File: config.mk
export PLATFORM = sky130hd
export DESIGN_NAME = arb_req_queue
export DESIGN_NICKNAME = d
export VERILOG_FILES = /design/src/rtl/arb_req_queue_pkg.sv /design/src/rtl/arb_req_queue_fifo.sv /design/src/rtl/arb_req_queue.sv
export SDC_FILE = /design/constraint.sdc
export NUM_CORES = 1
export LEC_CHECK = 0
export CAP_MARGIN = 20
export CORE_AREA = 2 2 140 142
export DETAILED_ROUTE_END_ITERATION = 16
export DIE_AREA = 0 0 142 144
export RECOVER_POWER = 50
export SYNTH_ARGS = -nofsm -noshare
export SYNTH_HDL_FRONTEND = slang
export SYNTH_SLANG_ARGS = --single-unit
File: constraint.sdc
create_clock -name clk -period 2.6 [get_ports clk]
set_clock_uncertainty 0.2 [all_clocks]
set_input_delay 0.39 -clock clk [delete_from_list [all_inputs] [get_ports clk]]
set_output_delay 0.39 -clock clk [all_outputs]
set_load 0.02 [all_outputs]
File: src/rtl/arb_req_queue_pkg.sv
// ---------------------------------------------------------------------------
// arb_req_q_pkg
//   Shared defaults and types for the arbiter request queue (arb_req_queue)
//   and its per-channel FIFO (arb_req_fifo).
//   Contents:
//     NUM_REQ_DFLT  default channel count (matches the arbiter width)
//     DATA_W_DFLT   default payload width
//     DEPTH_DFLT    default entries per channel FIFO (power of two, >= 2)
//     IDX_W         width of a binary channel index
//     data_t        payload word type
//     idx_t         channel index type
// ---------------------------------------------------------------------------
package arb_req_q_pkg;

   localparam int NUM_REQ_DFLT = 4;
   localparam int DATA_W_DFLT  = 8;
   localparam int DEPTH_DFLT   = 4;

   localparam int IDX_W = $clog2(NUM_REQ_DFLT);

   typedef logic [DATA_W_DFLT-1:0] data_t;
   typedef logic [IDX_W-1:0]       idx_t;

endpackage

File: src/rtl/arb_req_queue_fifo.sv
// ---------------------------------------------------------------------------
// arb_req_fifo
//   Single-clock synchronous FIFO used as one channel buffer in front of the
//   round-robin arbiter. The head word is presented combinationally so a pop
//   can load it into the output register on the same edge that advances
//   rd_ptr. A push is accepted only when the FIFO is not full, regardless of
//   a simultaneous pop; a pop is accepted only when it is not empty.
//   Ports:
//     clk    in   rising-edge clock
//     rst_n  in   asynchronous active-low reset (pointers and count only)
//     push   in   write request
//     pop    in   read/advance request
//     wdata  in   DATA_W word to write
//     rdata  out  DATA_W head word (valid while !empty)
//     full   out  count == DEPTH, from registered count
//     empty  out  count == 0, from registered count
// ---------------------------------------------------------------------------
module arb_req_fifo
   import arb_req_q_pkg::*;
#(
   parameter int DATA_W = DATA_W_DFLT,
   parameter int DEPTH  = DEPTH_DFLT
)
(
   input  logic              clk,
   input  logic              rst_n,
   input  logic              push,
   input  logic              pop,
   input  logic [DATA_W-1:0] wdata,
   output logic [DATA_W-1:0] rdata,
   output logic              full,
   output logic              empty
);

   localparam int PTR_W = $clog2(DEPTH);
   localparam int CNT_W = $clog2(DEPTH + 1);

   logic [DATA_W-1:0] mem [DEPTH];
   logic [PTR_W-1:0]  wr_ptr;
   logic [PTR_W-1:0]  rd_ptr;
   logic [CNT_W-1:0]  count;
   logic              do_push;
   logic              do_pop;

   assign full    = (count == CNT_W'(DEPTH));
   assign empty   = (count == '0);
   assign do_push = push && !full;
   assign do_pop  = pop && !empty;
   assign rdata   = mem[rd_ptr];

   // Pointers wrap naturally because DEPTH is a power of two.
   always_ff @(posedge clk or negedge rst_n) begin
      if (!rst_n) begin
         wr_ptr <= '0;
         rd_ptr <= '0;
         count  <= '0;
      end else begin
         if (do_push) wr_ptr <= wr_ptr + PTR_W'(1);
         if (do_pop)  rd_ptr <= rd_ptr + PTR_W'(1);
         case ({do_push, do_pop})
            2'b10:   count <= count + CNT_W'(1);
            2'b01:   count <= count - CNT_W'(1);
            default: count <= count;
         endcase
      end
   end

   // Storage carries no reset: stale words are unreachable once the
   // pointers and count are cleared.
   always_ff @(posedge clk) begin
      if (do_push) mem[wr_ptr] <= wdata;
   end

endmodule

File: src/rtl/arb_req_queue.sv
// ---------------------------------------------------------------------------
// arb_req_queue
//   Per-requester input buffering directly upstream of round_robin_arb.
//   Each of NUM_REQ valid/ready channels feeds its own DEPTH-entry FIFO; a
//   non-empty FIFO raises its request bit. The arbiter's grant/index pops
//   the head of the selected FIFO into one registered valid/ready output
//   stage tagged with the source channel.
//   Optional build macro: ARB_REQ_Q_ERR_EN adds a sticky err output that
//   flags malformed grants and grants aimed at empty FIFOs.
//   Ports:
//     clk        in   rising-edge clock
//     rst_n      in   asynchronous active-low reset
//     in_valid   in   NUM_REQ per-channel push strobes
//     in_data    in   NUM_REQ*DATA_W payloads, channel i at [i*DATA_W +: DATA_W]
//     in_ready   out  NUM_REQ per-channel not-full
//     request    out  NUM_REQ to arbiter, bit i = FIFO i non-empty
//     grant      in   NUM_REQ from arbiter, one-hot or zero
//     index      in   IDX_W binary encoding of grant
//     out_valid  out  output register holds data
//     out_data   out  DATA_W popped payload
//     out_src    out  IDX_W source channel of out_data
//     out_ready  in   downstream accept
//     err        out  sticky protocol error (ARB_REQ_Q_ERR_EN only)
// ---------------------------------------------------------------------------
module arb_req_queue
   import arb_req_q_pkg::*;
#(
   parameter  int NUM_REQ = NUM_REQ_DFLT,
   parameter  int DATA_W  = DATA_W_DFLT,
   parameter  int DEPTH   = DEPTH_DFLT,
   localparam int IDX_W   = $clog2(NUM_REQ)
)
(
   input  logic                      clk,
   input  logic                      rst_n,
   input  logic [NUM_REQ-1:0]        in_valid,
   input  logic [NUM_REQ*DATA_W-1:0] in_data,
   output logic [NUM_REQ-1:0]        in_ready,
   output logic [NUM_REQ-1:0]        request,
   input  logic [NUM_REQ-1:0]        grant,
   input  logic [IDX_W-1:0]          index,
   output logic                      out_valid,
   output logic [DATA_W-1:0]         out_data,
   output logic [IDX_W-1:0]          out_src,
   input  logic                      out_ready
`ifdef ARB_REQ_Q_ERR_EN
   ,
   output logic                      err
`endif
);

   logic [NUM_REQ-1:0] push_vec;
   logic [NUM_REQ-1:0] pop_vec;
   logic [NUM_REQ-1:0] full_vec;
   logic [NUM_REQ-1:0] empty_vec;
   logic [DATA_W-1:0]  head [NUM_REQ];

   logic               grant_any;
   logic               grant_seen;
   logic               grant_multi;
   logic               sel_grant;
   logic               sel_empty;
   logic [DATA_W-1:0]  sel_data;
   logic               can_load;
   logic               pop_en;

   // ---------------------------------------------------------------------
   // Channel FIFOs
   // ---------------------------------------------------------------------
   genvar gi;
   generate
      for (gi = 0; gi < NUM_REQ; gi++) begin : g_chan
         // in_ready comes from registered state only, so a full FIFO
         // refuses a push even in the cycle it is being popped.
         assign push_vec[gi] = in_valid[gi] && !full_vec[gi];
         assign pop_vec[gi]  = pop_en && (index == IDX_W'(gi));

         arb_req_fifo #(
            .DATA_W (DATA_W),
            .DEPTH  (DEPTH)
         ) u_fifo (
            .clk   (clk),
            .rst_n (rst_n),
            .push  (push_vec[gi]),
            .pop   (pop_vec[gi]),
            .wdata (in_data[gi*DATA_W +: DATA_W]),
            .rdata (head[gi]),
            .full  (full_vec[gi]),
            .empty (empty_vec[gi])
         );
      end
   endgenerate

   assign in_ready = ~full_vec;
   assign request  = ~empty_vec;

   // ---------------------------------------------------------------------
   // Grant decode and pop select
   // ---------------------------------------------------------------------
   // The channel is chosen by index; grant must agree with it and be
   // one-hot, otherwise the grant is ignored. An index beyond NUM_REQ
   // matches nothing and is likewise ignored.
   always_comb begin
      grant_seen  = 1'b0;
      grant_multi = 1'b0;
      sel_grant   = 1'b0;
      sel_empty   = 1'b1;
      sel_data    = '0;
      for (int i = 0; i < NUM_REQ; i++) begin
         if (grant[i]) begin
            if (grant_seen) grant_multi = 1'b1;
            grant_seen = 1'b1;
         end
         if (index == IDX_W'(i)) begin
            sel_grant = grant[i];
            sel_empty = empty_vec[i];
            sel_data  = head[i];
         end
      end
   end

   assign grant_any = |grant;
   assign can_load  = !out_valid || out_ready;
   assign pop_en    = grant_any && !grant_multi && sel_grant && !sel_empty && can_load;

   // ---------------------------------------------------------------------
   // Output register
   // ---------------------------------------------------------------------
   // A pop while the held word is being accepted replaces it directly, so
   // back-to-back pops stream without a bubble.
   always_ff @(posedge clk or negedge rst_n) begin
      if (!rst_n) begin
         out_valid <= 1'b0;
         out_data  <= '0;
         out_src   <= '0;
      end else if (pop_en) begin
         out_valid <= 1'b1;
         out_data  <= sel_data;
         out_src   <= index;
      end else if (out_valid && out_ready) begin
         out_valid <= 1'b0;
      end
   end

`ifdef ARB_REQ_Q_ERR_EN
   // ---------------------------------------------------------------------
   // Protocol checker: sticky until reset; offending grants are still
   // ignored by the pop logic above.
   // ---------------------------------------------------------------------
   logic err_set;

   assign err_set = grant_multi
                 || (grant_any && !sel_grant)
                 || ((grant & empty_vec) != '0);

   always_ff @(posedge clk or negedge rst_n) begin
      if (!rst_n) begin
         err <= 1'b0;
      end else if (err_set) begin
         err <= 1'b1;
      end
   end
`endif

endmodule

==> key figures, run 1 <==
Floorplanning
  • Die span in x: 142 µm
  • Die footprint: 20400 µm²
  • Ports: 64
  • Starting density of the core: 0.370
  • Row count: 51
  • Die Ht: 144 µm
  • Core area: 19100 µm²

CTS
  • Clock tree root buffer cell: clkbuf_16
  • Clock Sinks: 167
  • Num CTS Buffers: 17
  • CTS tree: done
  • Max Root-Sink Buffers: 2
  • H-tree levels: 4
  • Worst skew pair latency: 0.43 ns
  • CTS clk-pin slew, worst paths: 0.06 ns

Yosys
  • Ys async rst share: 0.234
  • Post-synth top flop: edfxtp_1
  • Cells after Synth: 403
  • Syn Std Cell Area: 7060 µm²
  • Synth Register Bits: 167
  • Sequential-to-total area share from yosys stat: 0.682
  • Syn. warnings: 0
  • Post-synth EDFFs: 128
  • Post-synthesis cell type count: 36
  • Syn nets: 472
  • Synthesized area per cell: 17.5 µm²

STA
  • Post-route setup slack: 0.0722 ns
  • Worst Tran Pin Value: 0.986 ns
  • RSZ-0062 raised after global routing: yes
  • Final setup viols: 0
  • Fin crit share: 0.972
  • Final hold violations: 0
  • Max Fclk: 396 MHz
  • Hold slack: 0.299 ns
  • Max-slew violations: 0
  • Slew margin rel.: 0.343
  • Crit path time final: 2.53 ns

Placement
  • I/O Buffers: 63
  • Pre-CTS setup slack: -0.734 ns
  • Area after DPL: 8240 µm²
  • GP Congestion: 0.727
  • Dpl hpwl: 10300 µm

Setup path
  • Critical Path AT: 1.94 ns
  • Reg-to-Reg Start: g_chan[2].u_fifo.count[1]$_DFFE_PN0P_
  • CP required: 2.01 ns
  • CP max FO: 3
  • Crit. End Element: output pin
  • FF-to-FF End: g_chan[2].u_fifo.count[2]$_DFFE_PN0P_
  • Reg2Reg Depth: 11
  • Critical path launch point type: flop
  • WS Path Type: flop to output pin
  • Setup slack, reg-to-reg: 0.08 ns

Final layout
  • Fill cell count: 1622
  • Commonest non-fill, non-tap cell in the layout: edfxtp_1
  • Layout cells sized above 1: 0.271
  • Area of the multi-input gates: 2150 µm²
  • Diode count: 0
  • Area delta synth->final: 26.4%
  • Post-layout nets: 587
  • Commonest cells after routing, fill and taps aside: edfxtp_1, buf_4, dfrtp_1
  • Reg area: 4820 µm²
  • Finished Cell Area: 8930 µm²

Global routing
  • Grt total ovfl: 0
  • Initial antenna violation count: 0
  • First-pass GRT wire length: 22500 µm
  • Vias in the first global route: 4101
  • Largest net degree at the start of global routing: 40
  • Total track usage: 0.151

Detailed routing
  • Drt first pass iters: 4
  • Vias: 3805
  • DRT antenna net count: 0
  • Initial DRC Count: 175
  • Post-Route WL: 14500 µm
  • Drt drc: 0
  • Vias per inst: 4.95
  • Drt wl/cell: 18.9 µm

Run
  • Max-cap violations: 0

Worst hold path
  • Worst Hold Depth: 1
  • Hold Crit Class: flop to flop
  • Hold path endpoint: g_chan[1].u_fifo.count[2]$_DFFE_PN0P_
  • Hold path start: g_chan[1].u_fifo.count[2]$_DFFE_PN0P_

Power and ir drop
  • Peak supply drop: 0.614 mV
  • LEAKAGE: 3.39 nW
  • PD cells: 1060 nW/µm²

Status
  • Outcome: finished, final reports clean
state kept, by name, summed over array words and instances, names as in the netlist:
name                  flops
out_src                   2
g_chan.u_fifo.mem       128
g_chan.u_fifo.wr_ptr      8
g_chan.u_fifo.rd_ptr      8
g_chan.u_fifo.count      12
out_valid                 1
out_data                  8
final cells by class:
cell class              count  area share
clock buffers              18      0.0481
clock inverters            14      0.0168
inverters                  24      0.0101
multi-input cells         196       0.241
flip-flops and latches    167       0.540
well taps                 238      0.0334
repair buffers            112       0.111
critical path, stage by stage, from the launching register on:
cell and delay (ns):
dfrtp_1 0.40, or3_4 0.41, buf_4 0.17, clkdlybuf4s50_1 0.54
synth_stat cells (8+ instances only):
| library cell | number | area share |
|---|---|---|
| a22oi_1 | 16 | 0.017 |
| and3_1 | 16 | 0.014 |
| dfrtp_1 | 39 | 0.14 |
| edfxtp_1 | 128 | 0.54 |
| ha_1 | 20 | 0.035 |
| inv_1 | 24 | 0.013 |
| mux2_4 | 10 | 0.021 |
| mux4_2 | 32 | 0.10 |
| nand2_1 | 16 | 0.0085 |
| o21ai_0 | 8 | 0.0057 |
| xnor2_1 | 8 | 0.0099 |
| xor2_1 | 17 | 0.021 |
worst max path at each step:
stage,endpoint,cells after the start,startpoint
after floorplan,g_chan[2].u_fifo.count[2]$_DFFE_PN0P_,10,grant[1]
after global placement,g_chan[2].u_fifo.count[2]$_DFFE_PN0P_,10,grant[1]
after detailed placement,g_chan[2].u_fifo.count[2]$_DFFE_PN0P_,10,grant[1]
after CTS,request[0],3,g_chan[0].u_fifo.count[1]$_DFFE_PN0P_
after global routing,g_chan[2].u_fifo.count[2]$_DFFE_PN0P_,11,g_chan[2].u_fifo.count[1]$_DFFE_PN0P_
final,request[0],3,g_chan[0].u_fifo.count[1]$_DFFE_PN0P_
where the power goes:
part / internal, mW / switching [mW]
registers: 3.62 / 0.418
clock network: 1.42 / 1.04
logic: 1.50 / 1.47
total: 6.54 / 2.92
per-stage QoR:
step	utilization	total power, mW	instances	setup TNS [ns]
after floorplan	-	5.83	403	-0.654
after global placement	0.432	6.92	730	-8.25
after detailed placement	0.432	7.05	730	-9.55
after CTS	0.464	9.53	764	0
after global routing	0.468	9.99	769	-0.0926
final	0.468	9.47	769	0
kinds of logic (layout without fill, tap and decap cells):
| family | Yosys count | count (layout) | share of synthesized area |
|---|---|---|---|
| multiplexers | 45 | 45 | 0.128 |
| adder cells (fa/ha/maj) | 24 | 24 | 0.0468 |
| AND/OR/NAND/NOR | 72 | 72 | 0.0592 |
| buffers and inverters | 40 | 168 | 0.0237 |
| flip-flops | 167 | 167 | 0.682 |
| AO/OA/AOI/OAI | 30 | 30 | 0.0296 |
| XOR/XNOR | 25 | 25 | 0.0310 |
per-layer routing:
| layer | GRT usage | vias to the layer above | routed length, µm |
|---|---|---|---|
| li1 | - | 1764 | - |
| met1 | 0.196 | 1955 | 6620 |
| met2 | 0.250 | 69 | 7190 |
| met3 | 0.0364 | 17 | 529 |
| met4 | 0.0553 | 0 | 198 |
| met5 | 0 | - | 0 |
timing repair:
action / 4_1_cts / 5_1_grt
setup endpoints to repair: 7 / 5
setup buffers: 1 / 5
hold buffers: 1 / 0
pin swaps: 9 / 8
gates resized for setup: 16 / 15
endpoints found under the hold margin: 39 / 0
(Power assumes the default switching activity.)
==> run 2: changes to the inputs <==
Settings changed: SLEW_MARGIN set to 10.
==> results of run 2 <==
Same layout as run 1: the final DEF is identical, and so are final timing and power.
